## config.mk

```make
export PLATFORM = sky130hd
export DESIGN_NAME = tickgen_multi
export DESIGN_NICKNAME = d
export VERILOG_FILES = /design/src/rtl/tickgen_multi.sv
export SDC_FILE = /design/constraint.sdc
export NUM_CORES = 1
export LEC_CHECK = 0
export CAP_MARGIN = 30
export CORE_ASPECT_RATIO = 0.9
export CORE_UTILIZATION = 35
export DETAILED_ROUTE_END_ITERATION = 7
export GPL_ROUTABILITY_DRIVEN = 1
export PLACE_DENSITY_LB_ADDON = 0.25
export SYNTH_ARGS = -nofsm -noshare
export SYNTH_HDL_FRONTEND = slang
export SYNTH_SLANG_ARGS = --single-unit
export TNS_END_PERCENT = 5
```

## constraint.sdc

```tcl
create_clock -name clk -period 5.4 [get_ports clk]
set_input_delay 0.54 -clock clk [delete_from_list [all_inputs] [get_ports clk]]
set_output_delay 0.54 -clock clk [all_outputs]
set_load 0.05 [all_outputs]
```

## src/rtl/tickgen_multi.sv

```systemverilog
// Multi-channel tick generator: NCH independent one-cycle strobes, each with a
// runtime divisor, enable, periodic/one-shot mode and a shared re-phase input.
module tickgen_multi #(
  parameter int NCH         = 4,
  parameter int CHW         = 2,
  parameter int CW          = 16,
  parameter int DEFAULT_DIV = 50
) (
  input  logic           clk,
  input  logic           rst,
  input  logic           cfg_we,
  input  logic [CHW-1:0] cfg_ch,
  input  logic [CW-1:0]  cfg_div,
  input  logic           cfg_mode,
  input  logic [NCH-1:0] ch_en,
  input  logic           sync,
  output logic [NCH-1:0] tick,
  output logic [NCH-1:0] busy,
  output logic           tick_any
);

  typedef enum logic [1:0] {IDLE, RUN, DONE} state_e;

  localparam logic [CW-1:0] DIV_RST = CW'(DEFAULT_DIV);
  localparam logic [CW-1:0] ONE     = CW'(1);

  state_e         state_q [NCH];
  state_e         state_d [NCH];
  logic [CW-1:0]  div_q   [NCH];
  logic [CW-1:0]  div_d   [NCH];
  logic [CW-1:0]  cnt_q   [NCH];
  logic [CW-1:0]  cnt_d   [NCH];
  logic [NCH-1:0] mode_q, mode_d;
  logic [NCH-1:0] tick_q, tick_d;
  logic [NCH-1:0] busy_q, busy_d;

  always_comb begin
    for (int i = 0; i < NCH; i++) begin
      // NOTE: every signal written here gets a default first, so no path can infer a latch.
      div_d[i]   = div_q[i];
      mode_d[i]  = mode_q[i];
      state_d[i] = state_q[i];
      cnt_d[i]   = cnt_q[i];
      tick_d[i]  = 1'b0;

      // Channel numbers >= NCH match no loop index, so such writes fall away.
      if (cfg_we && (cfg_ch == CHW'(i))) begin
        div_d[i]  = cfg_div;
        mode_d[i] = cfg_mode;
      end

      // Reloads read div_q, so a write on a reload edge only affects later reloads.
      unique case (state_q[i])
        IDLE: begin
          if (ch_en[i] && (div_q[i] != '0)) begin
            state_d[i] = RUN;
            cnt_d[i]   = div_q[i] - ONE;
          end
        end
        RUN: begin
          if (!ch_en[i]) begin
            state_d[i] = IDLE;
          end else if (sync) begin
            cnt_d[i] = div_q[i] - ONE;
          end else if (cnt_q[i] == '0) begin
            tick_d[i] = 1'b1;
            if (mode_q[i]) state_d[i] = DONE;
            else           cnt_d[i]   = div_q[i] - ONE;
          end else begin
            cnt_d[i] = cnt_q[i] - ONE;
          end
        end
        DONE: begin
          if (!ch_en[i]) state_d[i] = IDLE;
        end
        default: state_d[i] = IDLE;
      endcase

      busy_d[i] = (state_d[i] == RUN);
    end
  end

  // NOTE: the per-channel arrays are control registers, not storage, so each entry is reset.
  always_ff @(posedge clk or posedge rst) begin
    if (rst) begin
      for (int i = 0; i < NCH; i++) begin
        state_q[i] <= IDLE;
        div_q[i]   <= DIV_RST;
        cnt_q[i]   <= '0;
      end
      mode_q <= '0;
      tick_q <= '0;
      busy_q <= '0;
    end else begin
      // NOTE: non-blocking assignments keep every register sampling pre-edge values.
      for (int i = 0; i < NCH; i++) begin
        state_q[i] <= state_d[i];
        div_q[i]   <= div_d[i];
        cnt_q[i]   <= cnt_d[i];
      end
      mode_q <= mode_d;
      tick_q <= tick_d;
      busy_q <= busy_d;
    end
  end

  assign tick     = tick_q;
  assign busy     = busy_q;
  assign tick_any = |tick_q;

endmodule

```

==> results.py <==
metrics = {
    "routing": {
        "vias_per_cell": 5.38,
        "routed_wl_um": 20400,
        "ant_nets": 0,
        "avgRoutedWirePerCell_um": 16.7,
        "drt_pass1_iterations": 5,
        "drt_iter0_drc": 461,
        "vias": 6580,
        "drc": 0,
    },
    "min_path": {
        "min_from": "mode_q[1]",
        "min_to": "mode_q[1]",
        "holdPathStages": 1,
        "hold_path_class": "reg2reg",
    },
    "worst_setup_path": {
        "worstPathCellList": "inv_1, ha_1, or4b_1, nor3_1, and2_1, or3_1, inv_1, o21a_1, o22a_1",
        "critPathArrivalTime_ps": 3250,
        "endpoint_kind": "flop",
        "r2r_start": "div_q[32]",
        "reg2reg_to": "cnt_q[40]",
        "path_class": "reg2reg",
        "cpMaxStageDelayCell": "or4b_1",
        "slowest_delay_ps": 560,
        "rrSetupSlack_ps": 2460,
        "cp_max_fo": 24,
        "ff2ff_path_depth": 9,
        "cp.required_ps": 5710,
        "path_buf_inv": 2,
        "critPathMostFrequentCell": "inv_1",
        "cp_top_family": "simple AND/OR/NAND/NOR gates",
        "worst_setup_path_start_kind": "flop",
    },
    "synth": {
        "syn_nets": 923,
        "syn_area_sq_um": 8360,
        "synth_area_leader_cell": "dfrtp_1",
        "synth.top_cells.by_area": "dfrtp_1 (41%), mux2_2 (8.9%), o21ai_0 (4.1%), dfstp_2 (3.8%), nor2_1 (3.7%)",
        "synth-edff-count": 0,
        "seq_area_frac_synth_pct": 44.5,
        "synthFlopType": "dfrtp_1",
        "synth-seq-cells": 148,
        "synthCells": 884,
        "synth_cell_types": 65,
        "async_flop_share_pct": 100,
        "yosys_warnings": 0,
        "synth_common_cells": "dfrtp_1 (136), nor2_1 (82), nand2_1 (69), o21ai_0 (68), mux2_2 (66)",
        "avgSynthCellArea_sq_um": 9.46,
        "netlist.area_leader.share_pct": 40.7,
        "yosysMostFrequentCell": "dfrtp_1",
    },
    "power": {
        "power_leakage_nw": 3.84,
        "switching_share_pct": 29.8,
        "power.clock.fraction_pct": 38.0,
        "power.switching_mw": 1.12,
        "ir_drop_v": 0.000233,
        "totalPowerFinal_mw": 3.74,
        "share_comb_of_total_power_pct": 19.4,
        "seqPwrFrac_pct": 42.6,
        "internal-power_mw": 2.62,
        "powerDensity_nw_per_um2": 386,
    },
    "finish": {
        "antenna_cells": 0,
        "fin_nets": 947,
        "regArea_sq_um": 3720,
        "synthToLayoutAreaGrowth_pct": 15.9,
        "multi_input_area_sq_um": 4320,
        "fin_area_sq_um": 9690,
        "drive_gt1_share_pct": 15.1,
        "n_fill_cell": 2301,
    },
    "timing": {
        "hold_viol_final": 0,
        "worstMarginPinSlew_ps": 972,
        "max-slew-margin-rel_pct": 35.2,
        "clock.fmax_ghz": 0.340,
        "setup_tns_ps": 0,
        "setup_viol": 0,
        "slew_viol_final": 0,
        "rsz0062_at_grt": "false",
        "fin_crit_ps": 2940,
        "post-route-period-util_pct": 54.4,
        "worst_clock_skew_ps": 9.01,
    },
    "floorplan": {
        "core_sq_um": 23400,
        "start_util_pct": 35.7,
        "row_count": 53,
        "dieWidth_um": 165,
        "die_h_um": 149,
        "io_pins": 36,
        "die_area_sq_um": 24500,
    },
    "cts": {
        "cts_setup_buffers": 0,
        "numCtsBuffers": 17,
        "postCtsHoldBufs": 0,
        "cts_root_buf": "clkbuf_16",
        "clk_pin_slew_ps": 60,
        "cts_resized": 0,
        "clock_sinks": 148,
        "insertion_delay_ps": 420,
        "clockBufferDepth": 2,
        "htree_levels": 4,
        "cts_tree": "built",
    },
    "run": {
        "drv_cap": 0,
    },
    "global_routing": {
        "grt_pass1_vias": 6278,
        "grt_pass1_wl_um": 33900,
        "grt_overflow": 0,
        "grt_usage_pct": 17.8,
        "grt_max_degree": 63,
        "antenna_found_initial": 0,
    },
    "placement": {
        "gp_congestion": 0.807,
        "postPlaceCellArea_sq_um": 8990,
        "io_buffers": 35,
        "dp.final_hpwl_um": 14000,
    },
    "status": {
        "status": "completed",
    },
}
-- area by class of cell --
class                           instances  area share (%)
Clock inverter                          9            2.30
Timing Repair Buffer                   42            4.36
Inverter                               39            1.56
Sequential cell                       148            38.4
Clock buffer                           22            4.89
Tap cell                              302            3.90
Multi-Input combinational cell        660            44.6
-- state kept, by name (all words and copies together) (netlist names) --
signal	count
state_q	8
cnt_q	64
tick	4
mode_q	4
div_q	64
busy	4
-- routing by layer --
layer  track usage (%)  up-vias  wire (um)
met5                 0        -          0
met4              3.72        0        192
met3              3.65       15        716
met2              26.6       99       9050
met1              26.3     3198      10400
li1                  -     3268          -
-- how the worst max path moves through the flow --
| stage | startpoint | to | slack, ps | cells after the start |
|---|---|---|---|---|
| floorplan | rst | busy[0] | 900 | 1 |
| global placement | sync | cnt_q[43] | 2260 | 7 |
| detailed placement | sync | cnt_q[36] | 2230 | 7 |
| CTS | div_q[32] | cnt_q[40] | 2470 | 9 |
| global route | div_q[32] | cnt_q[40] | 2270 | 9 |
| finish | div_q[32] | cnt_q[40] | 2460 | 9 |
-- placed cells by master (no fill, tap or decap), types with 3 or more instances in the layout --
cell type        instances
or4b_1                   3
o22a_1                  10
a22o_1                  14
inv_1                   37
nor2b_1                  9
or4_1                   12
nor3b_1                  5
or2_2                    3
or3_1                    7
xnor2_1                 20
nor4_2                   3
a22oi_1                  5
clkbuf_8                 3
nor2_1                  82
nand4_1                  9
o21ai_0                 68
dfstp_2                 12
nand2_1                 69
o22ai_1                  8
a31o_2                   5
mux2_2                  66
nor3_1                  32
ha_1                    12
clkdlybuf4s50_1         35
o31ai_1                  4
bufinv_16                7
clkbuf_16               17
buf_4                    6
dfrtp_1                136
nand3b_1                 5
nor4_1                  27
and2_1                   3
nand3_1                 35
a21oi_1                 44
nand2b_1                11
a31oi_1                 15
xor2_1                  28
and3_1                   5
o221ai_1                 7
nor3_2                   3
-- cell families (layout without fill, tap and decap cells) --
group / after synthesis / count (layout) / synth area share [%]
fa+ha+maj: 12 / 12 / 1.80
xor+xnor: 48 / 48 / 5.03
mux: 67 / 67 / 9.01
compound gates: 199 / 199 / 14.9
buf+inv: 76 / 112 / 3.98
simple gates: 334 / 334 / 20.8
flops: 148 / 148 / 44.5
-- stage by stage --
step	instances	hold slack, ps	utilization (%)	worst slack, ps
2_1_floorplan	884	471	-	900
3_3_place_gp	1190	496	38.3	2260
3_5_place_dp	1191	504	38.4	2230
4_1_cts	1222	518	41.4	2470
5_1_grt	1222	532	41.4	2270
6_report	1222	513	41.4	2460
-- power groups by stage --
stage | sequential [mW] | combinational, mW | clock [mW]
2_1_floorplan | 1.54 | 0.558 | 0
3_3_place_gp | 1.60 | 0.712 | 0
3_5_place_dp | 1.60 | 0.723 | 0
4_1_cts | 1.59 | 0.728 | 1.44
5_1_grt | 1.63 | 0.818 | 1.49
6_report | 1.59 | 0.724 | 1.42
(Power assumes the default switching activity.)
